==> config.mk <==
export PLATFORM = sky130hd
export DESIGN_NAME = word_packer
export DESIGN_NICKNAME = d
export VERILOG_FILES = /design/src/rtl/word_packer.sv
export SDC_FILE = /design/constraint.sdc
export NUM_CORES = 1
export LEC_CHECK = 0
export CAP_MARGIN = 10
export CORE_ASPECT_RATIO = 1.5
export CORE_MARGIN = 5
export CORE_UTILIZATION = 28
export DETAILED_ROUTE_END_ITERATION = 6
export PLACE_DENSITY_LB_ADDON = 0.25
export RECOVER_POWER = 50
export SYNTH_ARGS = -nofsm -noshare
export SYNTH_HDL_FRONTEND = slang
export SYNTH_SLANG_ARGS = --single-unit
==> constraint.sdc <==
create_clock -name clock -period 1.3 [get_ports clock]
set_input_delay 0.26 -clock clock [delete_from_list [all_inputs] [get_ports clock]]
set_output_delay 0.26 -clock clock [all_outputs]
set_load 0.02 [all_outputs]
==> src/rtl/word_packer.sv <==
// word_packer: packs pairs of DATA_W input words into one 2*DATA_W output beat.
// Ports: clock, reset (async active-low), in_* upstream handshake, out_* packed beat.
module word_packer #(
  parameter int DATA_W = 32
) (
  input  logic                clock,
  input  logic                reset,
  input  logic                in_valid,
  output logic                in_ready,
  input  logic [DATA_W-1:0]   packet_in,
  input  logic                in_last,
  output logic                out_valid,
  input  logic                out_ready,
  output logic [2*DATA_W-1:0] packet_out,
  output logic [1:0]          out_keep,
  output logic                out_last
);

  localparam logic [0:0] ST_EMPTY = 1'b0;
  localparam logic [0:0] ST_HALF  = 1'b1;

  logic [0:0]          half_q, half_d;
  logic [DATA_W-1:0]   hold_q, hold_d;
  logic                ov_q, ov_d;
  logic [2*DATA_W-1:0] data_q, data_d;
  logic [1:0]          keep_q, keep_d;
  logic                last_q, last_d;

  logic in_xfer;
  logic out_xfer;
  logic load;

  // A new word can enter whenever the output slot is free or draining.
  assign in_ready = !ov_q || out_ready;
  assign in_xfer  = in_valid && in_ready;
  assign out_xfer = ov_q && out_ready;

  always_comb begin
    half_d = half_q;
    hold_d = hold_q;
    data_d = data_q;
    keep_d = keep_q;
    last_d = last_q;
    load   = 1'b0;
    if (in_xfer) begin
      unique case (half_q)
        ST_EMPTY: begin
          if (in_last) begin
            load   = 1'b1;
            data_d = {{DATA_W{1'b0}}, packet_in};
            keep_d = 2'b01;
            last_d = 1'b1;
          end else begin
            hold_d = packet_in;
            half_d = ST_HALF;
          end
        end
        ST_HALF: begin
          load   = 1'b1;
          data_d = {packet_in, hold_q};
          keep_d = 2'b11;
          last_d = in_last;
          half_d = ST_EMPTY;
        end
        default: half_d = ST_EMPTY;
      endcase
    end
  end

  // A load wins over a drain so back-to-back beats never bubble.
  always_comb begin
    ov_d = ov_q;
    if (load)
      ov_d = 1'b1;
    else if (out_xfer)
      ov_d = 1'b0;
  end

  always_ff @(posedge clock or negedge reset) begin
    if (!reset) begin
      half_q <= ST_EMPTY;
      hold_q <= '0;
      ov_q   <= 1'b0;
      data_q <= '0;
      keep_q <= 2'b00;
      last_q <= 1'b0;
    end else begin
      half_q <= half_d;
      hold_q <= hold_d;
      ov_q   <= ov_d;
      data_q <= data_d;
      keep_q <= keep_d;
      last_q <= last_d;
    end
  end

  assign out_valid  = ov_q;
  assign packet_out = data_q;
  assign out_keep   = keep_q;
  assign out_last   = last_q;

endmodule

* Yosys cells after proc, flatten, opt, wreduce, memory -nomap -nowiden
Cells that the tools add are included.
W data, S select, Z words.
** Storage, ports and cells
- Register bits :: 101
- Word-level logic and storage cells :: 29
** Cells by class
- Bitwise logic cells :: 2
- Mux-type cells :: 13
- Eq/ne operators :: 1
- Reductions and logical operators :: 7
** Operator list (number)
- $pmux W64 S2 :: 1
- $mux W64 :: 1
- $mux W1 :: 6
- $pmux W1 S2 :: 3
- $pmux W2 S2 :: 1
- $reduce_and A3 Y1 :: 1
- $logic_and A1 B1 Y1 :: 2
- $mux W2 :: 1
- $ne A2 B2 Y1 const B :: 1
- $not A1 Y1 :: 2
- $reduce_and A2 Y1 :: 1
- $reduce_bool A2 Y1 :: 1
- $logic_not A1 Y1 :: 1
- $logic_or A1 B1 Y1 :: 1

* Longest topological paths before layout
Gate-level depths: netlist of the first run.
- Depth in word-level cells :: 5
- Depth in mapped cells :: 6
- Gate-level depth less buffers :: 3

* Worst setup path after synthesis of the first run
No wires, ideal clock.
- Kind :: register to register
- Start :: reg ov_q, in the netlist out_valid
- End :: reg hold_q[11]
- Slack :: -0.126 ns
- Arrival time :: 1.299 ns
- Cell stages (with the launch flop) :: 6
- Clock period less this slack :: 1.426 ns
- Path buffers :: 2
- Cell sequence :: dfrtp_1 -> nand2b_1 -> buf_6 -> nand3_2 -> buf_6 -> mux2_1
** On the way
- Cells in the longest elaborated chain, start to end :: 4
** Ends and longest elaborated chain
- from (decl) :: RTL line 24 : logic ov_q, ov_d;
- from (signal assigned) :: RTL line 90 : ov_q <= ov_d;
- $logic_not A1 Y1 :: RTL line 34 : assign in_ready = !ov_q || out_ready;
- $logic_or A1 B1 Y1 :: RTL line 34
- named net in_ready :: RTL line 9 : output logic in_ready,
- $logic_and A1 B1 Y1 :: RTL line 35 : assign in_xfer = in_valid && in_ready;
- $reduce_and A3 Y1 (no source line)
- to (signal assigned) :: RTL line 89 : hold_q <= hold_d;
- to (decl) :: RTL line 23 : logic [DATA_W-1:0] hold_q, hold_d;
The timed path passes the listed nets, and every way through them passes these cells.
A chain may end at the register's enable or synchronous reset.

* Worst setup path after layout of the first run
- Start :: reg half_q
- End :: reg data_q[15], in the netlist packet_out[15]
** On the way
- Cells in the longest elaborated chain, start to end :: 3
- Elaborated cells between the ends (all ways) :: 4
- Classes of those cells :: 1 x eq/ne; 1 x mux; 1 x bitwise; 1 x reduce/logical
** Ends and longest elaborated chain
- from (decl) :: RTL line 22 : logic [0:0] half_q, half_d;
- from (signal assigned) :: RTL line 88 : half_q <= half_d;
- $not A1 Y1
- $ne A2 B2 Y1 (no source line)
- $reduce_and A2 Y1 (no source line)
- to (signal assigned) :: RTL line 91 : data_q <= data_d;
- to (decl) :: RTL line 25 : logic [2*DATA_W-1:0] data_q, data_d;
Parallel ways exist; a longest one is shown, timed or not.

==> results of run 1 <==
-- layout make-up --
| type | instances | area (um^2) |
|---|---|---|
| Clock buffer | 11 | 252.7 |
| Clock inverter | 5 | 106.4 |
| Fill cell | 1359 | 8189 |
| Inverter | 1 | 3.754 |
| Multi-Input combinational cell | 140 | 1528 |
| Sequential cell | 101 | 2530 |
| Tap cell | 196 | 245.2 |
| Timing Repair Buffer | 168 | 1672 |
-- per-stage QoR --
step | power, W | hold WS [ns]
final | 0.01266 | 0.4731
after floorplan | 0.007409 | -0.03559
after global placement | 0.009641 | 0.1101
after global routing | 0.01338 | 0.5181
after CTS | 0.01286 | 0.2959
after detailed placement | 0.009732 | 0.1114
-- registers in the layout, indices dropped and copies added (netlist names) --
signal	count
out_last	1
half_q	1
packet_out	64
hold_q	32
out_keep	2
out_valid	1
-- timing repair --
action,4_1_cts,5_1_grt
pin swaps,3,3
endpoints found under the setup margin,167,141
hold buffers,1,0
gates cloned,3,7
endpoints found under the hold margin,8,0
gates resized for setup,184,59
setup buffers,4,3
-- kinds of logic (layout without fill, tap and decap cells) --
kind of cell / Yosys count / count (layout) / synth area share [%]
flops: 101 / 101 / 61.01
simple gates: 9 / 9 / 1.812
mux: 96 / 96 / 26.09
buf+inv: 20 / 185 / 3.836
compound gates: 35 / 35 / 7.248
-- layer usage --
layer,up-vias,wire [um]
met5,-,0
met4,0,142
met3,7,462
met2,66,6023
met1,1442,4707
li1,1279,-
-- power groups by stage --
stage | registers [W] | clock network [W] | logic (W)
after floorplan | 0.00571 | 0 | 0.00170
after global placement | 0.00491 | 0 | 0.00474
after detailed placement | 0.00493 | 0 | 0.00480
after CTS | 0.00488 | 0.00330 | 0.00468
after global routing | 0.00502 | 0.00343 | 0.00493
final | 0.00487 | 0.00318 | 0.00460
-- cell usage in the layout, fill, tap and decap left out --
cell | netlist | routed
a22o_1 | 32 | 32
dlymetal6s2s_1 | 0 | 1
clkbuf_16 | 0 | 14
bufinv_16 | 0 | 3
clkdlybuf4s15_1 | 0 | 2
buf_16 | 0 | 3
nor2_4 | 1 | 1
buf_4 | 4 | 35
clkbuf_2 | 0 | 33
dfrtp_1 | 101 | 99
nand2b_4 | 0 | 1
clkbuf_1 | 0 | 1
and2_4 | 0 | 1
nand2b_1 | 2 | 1
clkinvlp_4 | 0 | 1
dlygate4sd3_1 | 0 | 1
dfrtp_2 | 0 | 2
inv_1 | 1 | 1
buf_6 | 8 | 10
nand3_4 | 0 | 1
clkdlybuf4s50_1 | 0 | 34
clkdlybuf4s15_2 | 0 | 25
nand3_1 | 1 | 1
mux2_4 | 0 | 12
buf_2 | 7 | 7
clkinv_4 | 0 | 1
mux2_2 | 92 | 84
buf_12 | 0 | 11
and3_4 | 0 | 1
nand3b_4 | 1 | 1
clkbuf_8 | 0 | 2
a21o_1 | 2 | 2
o21ai_2 | 0 | 1
nand2_1 | 1 | 1
-- worst paths after layout --
check                           slack (ns)  cells past startpoint        endpoint
worst max-delay path                 -0.14                      4  packet_out[15]
worst min-delay path                  0.47                      2  packet_out[11]
worst max register to register       -0.14                      4  packet_out[15]
worst min register to register        0.48                      1     out_keep[0]
max in group asynchronous             0.11                      3          half_q
min in group clock                    0.48                      1     out_keep[0]
-- worst register-to-register path, delay by kind of cell, from the launching register on --
family	cells	cell delay, ns
flops	1	0.44
mux	2	0.56
buf+inv	2	0.33
==> metrics, run 1 <==
Worst-Skew Late Latency=0.34 ns; Max-slew headroom=54.44%; Fin Clk Skew=0.007124 ns; RR Startpoint=half_q; crit path buf inv count=2; critical path cell sequence=buf_12 > clkbuf_16 > mux2_4 > mux2_4; Avg WL per Cell=18.22 um; grt met2 use=22.20%; CP startpoint kind=flip-flop; sw power=0.003943 W; CTS buffer count=9; Std-Cell Rows=54; PnR worst setup slack=-0.1366 ns; most used routing layer=met2; slowest stage delay, CP=0.44 ns; dpl cell area=5782 um^2; Flop pwr share=38.5%; Gate power share=36.4%; pwr dens=1997 nW/um^2; Area Growth Syn to Fin=52.97%; RSZ-0062 raised after global routing=yes; main flop type after synthesis=dfrtp_1; largest cells by area after synthesis=dfrtp_1 (61%), mux2_2 (25%), a22o_1 (6.8%); Placed Instances=590; Slew @ Worst Pin=0.6833 ns; DRC errors left=0; dpl hpwl=7118 um; Final Cell Area=6337 um^2; Ys Warns=0; Clock Tree Buf Depth=2; GRT Overall Usage=12.84%; H-tree depth=3; Post-Route Utilization=43.63%; Initial Util=28.52%; LEAKAGE=2.895 nW; sequential element share of the synthesized area=61.01%; Synth async-reset ratio=100.0%; Synth Net Count=298; failing checks=setup timing; die height=159.0 um; via/cell ratio=4.492; Max VDD drop=726.3 uV; I/O pin total=106; Internal=0.008713 W; Max FO, Critical Path=8; Post-Place Worst Slack=-0.5611 ns; Root Driver=clkbuf_16; Slew Limit Fails=0; Slowest-stage cell, CP=dfrtp_2; final cell count without fillers=622; Sink Count=101; Post-Syn Area=4143 um^2; top cell type's share of synthesized area=61.01%; Final Hold Viols=0; Top delay family on crit path=multiplexers; final count of negative-setup-slack endpoints=100; Syn Area/Cell=15.87 um^2; Yosys top cell by area=dfrtp_1; CP Capture Type=flip-flop; M3 GR Usage=3.245%; Crit. Startpoint=half_q; CTS tree=done; Final Net Count=458; clock power share=25.1%; Yosys cell types=18; Tcrit/Tclk final=110.5%; routability-driven placement congestion ratio=0.7329; EDFF count, synth=0; commonest cells in the netlist=dfrtp_1 (101), mux2_2 (92), a22o_1 (32); Final min period=1.437 ns; starting DRC count in detailed routing=77; largest net degree at the start of global routing=49; crit path DAT=1.66 ns; DRT Wirelength=11,340 um; cell count after synthesis=261; DIE AREA=17,380 um^2; chip width=109.3 um; port buffer count=105; FMAX=0.6961 GHz; Core ar.=14,530 um^2; global routing met1 resource utilization=15.23%; CP required=1.53 ns; CP dominant cell by count=mux2_4; DR vias=2,794; first-pass GRT wire length=17,190 um; post-route ant nets=0; switching fraction of total power=31.16%; critical path class=reg -> reg; initial antenna violation count=0; diode count=0; clock transition at the registers of the reported paths=0.07 ns; most instantiated library cell after synthesis=dfrtp_1; Setup TNS=-8.670 ns; ratio of cells with drive above 1 in the final layout=58.69%; grt ovf=0; status=finished, violations left; vias in the first global route=3,169; Hold Crit Class=in -> async; Seq cells post-synth=101; Pre-Repair DR Iteration Count=4; Max-Cap Viols=0
No activity file was read; power rests on OpenSTA's default activity.
==> run 2, diff against run 1 <==
HOLD_SLACK_MARGIN = 0.03   (was default)
SKIP_LAST_GASP = 1   (was default)
==> metrics, run 2 (synthesis gave the netlist of run 1 again) <==
dpl cell area=5782 um^2 (unchanged); FMAX=0.7022 GHz (+0.87%); routability-driven placement congestion ratio=0.7329 (unchanged); Crit. Startpoint=half_q; Pre-Repair DR Iteration Count=4 (unchanged); Worst-Skew Late Latency=0.34 ns (about the same); final count of negative-setup-slack endpoints=101 (+1.0%); starting DRC count in detailed routing=59 (-23%); H-tree depth=3 (unchanged); Core ar.=14,530 um^2 (unchanged); Final Net Count=456 (-0.44%); Setup TNS=-8.851 ns (-0.1812 ns); ratio of cells with drive above 1 in the final layout=57.78% (-0.90 points); most frequent cells in the layout=dfrtp_1 (99), mux2_2 (92), buf_4 (36); via/cell ratio=4.481 (-0.25%); Placed Instances=590 (unchanged); RSZ-0062 raised after global routing=yes; Initial Util=28.52% (unchanged); CP required=1.53 ns (about the same); pwr dens=2003 nW/um^2 (+0.28%); DR vias=2,778 (-0.57%); Hold Crit Start=out_ready; leading cell type in the layout, fill and taps excluded=dfrtp_1; slowest stage delay, CP=0.44 ns (about the same); Final Hold Viols=0 (unchanged); Max VDD drop=723.6 uV (-0.38%); Fin Clk Skew=0.007206 ns (+0.00008268 ns); Sink Count=101 (unchanged); CP Capture Type=flip-flop; status=finished, violations left; LEAKAGE=2.833 nW (-2.2%); port buffer count=105 (unchanged); Slew Limit Fails=0 (unchanged); clock transition at the registers of the reported paths=0.07 ns (about the same); Final Cell Area=6248 um^2 (-1.4%); grt ovf=0 (unchanged); dpl hpwl=7118 um (unchanged); Slowest-stage cell, CP=dfrtp_2; critical path class=reg -> reg; Final min period=1.424 ns (-0.01245 ns); Max FO, Critical Path=7 (-1); crit path DAT=1.66 ns (about the same); failing checks=setup timing; Clock Tree Buf Depth=2 (unchanged); CP dominant cell by count=clkbuf_16; Area Growth Syn to Fin=50.83%; I/O pin total=106 (unchanged); RR Startpoint=half_q; Root Driver=clkbuf_16; Post-Place Worst Slack=-0.5611 ns (unchanged); CP startpoint kind=flip-flop; DRC errors left=0 (unchanged); initial antenna violation count=0 (unchanged); Avg WL per Cell=18.16 um (-0.35%); CTS buffer count=9 (unchanged); first-pass GRT wire length=17,150 um (-0.28%); Max-slew headroom=54.57% (+0.13 points); chip width=109.3 um (unchanged); CTS tree=done; Std-Cell Rows=54 (unchanged); post-route ant nets=0 (unchanged); DIE AREA=17,380 um^2 (unchanged); Max-Cap Viols=0 (unchanged); DRT Wirelength=11,260 um (-0.67%); largest net degree at the start of global routing=49 (unchanged); vias in the first global route=3,172 (+0.095%); max FFs per register=64 (unchanged); Hold Crit Class=in -> reg; Post-Route Utilization=43.01% (-0.61 points); Tcrit/Tclk final=109.6% (-0.96 points); GRT Overall Usage=12.81% (-0.025 points); die height=159.0 um (unchanged); Slew @ Worst Pin=0.6814 ns (-0.001961 ns); diode count=0 (unchanged); critical path cell sequence=buf_12 > clkbuf_16 > and3_4 > clkbuf_16 > a22o_1; PnR worst setup slack=-0.1242 ns (+0.01245 ns); final cell count without fillers=620 (-0.32%)
run 2: changes by cell type in the layout (fill, tap and decap cells not counted), sizes merged:
cell           delta
clkdlybuf4s15     -1
buf               -1
clkbuf            -1
dlygate4sd2       +1
run 2: final timing paths:
check	to	slack (ns)	cells after the start
min	out_valid	0.46	5
min in group asynchronous	packet_out[11]	0.47	2
max in group asynchronous	half_q	0.11	3
max reg2reg	packet_out[32]	-0.12	5
min reg2reg	out_keep[0]	0.48	1
max	packet_out[32]	-0.12	5
run 2: where the power goes:
part,internal [W],switching [W]
clock network,0.00199,0.00119
logic,0.00235,0.00212
registers,0.00426,0.000597
total,0.00861,0.00391
run 2: repair_timing:
item,CTS,global route
cloned,3,6
buffers inserted,4,2
resized for setup,179,48
endpoints found under the hold margin,86,0
setup endpoints to repair,167,142
pin swaps,3,5
hold buffers,1,0
run 2: metrics by stage:
stage / total power (W) / hold WS [ns]
2_1_floorplan: 0.007409 / -0.03559
3_3_place_gp: 0.009641 / 0.1101
3_5_place_dp: 0.009732 / 0.1114
4_1_cts: 0.01283 / 0.2959
5_1_grt: 0.01324 / 0.4659
6_report: 0.01251 / 0.4567
run 2: critical path: cells and delay by family (launching register included):
family,cells,cell delay [ns]
flops,1,0.44
simple gates,1,0.20
buf+inv,3,0.49
compound gates,1,0.18
run 2: layer usage:
| metal | vias to the layer above | wire [um] | part of all wire [%] | track usage, % |
|---|---|---|---|---|
| met3 | 8 | 457 | 4.1 | 3.245 |
| met1 | 1430 | 4622 | 41 | 15.23 |
| met2 | 64 | 5997 | 53 | 21.95 |
| met4 | 0 | 181 | 1.6 | 4.821 |
| li1 | 1276 | - | - | - |
| met5 | - | 0 | 0 | 0 |
run 2: area by class of cell:
| type | count | area, um^2 |
|---|---|---|
| inverters | 1 | 3.754 |
| clock buffers | 11 | 252.7 |
| fillers | 1365 | 8278 |
| multi-input cells | 140 | 1490 |
| clock inverters | 5 | 106.4 |
| well taps | 196 | 245.2 |
| repair buffers | 166 | 1620 |
| flip-flops and latches | 101 | 2530 |
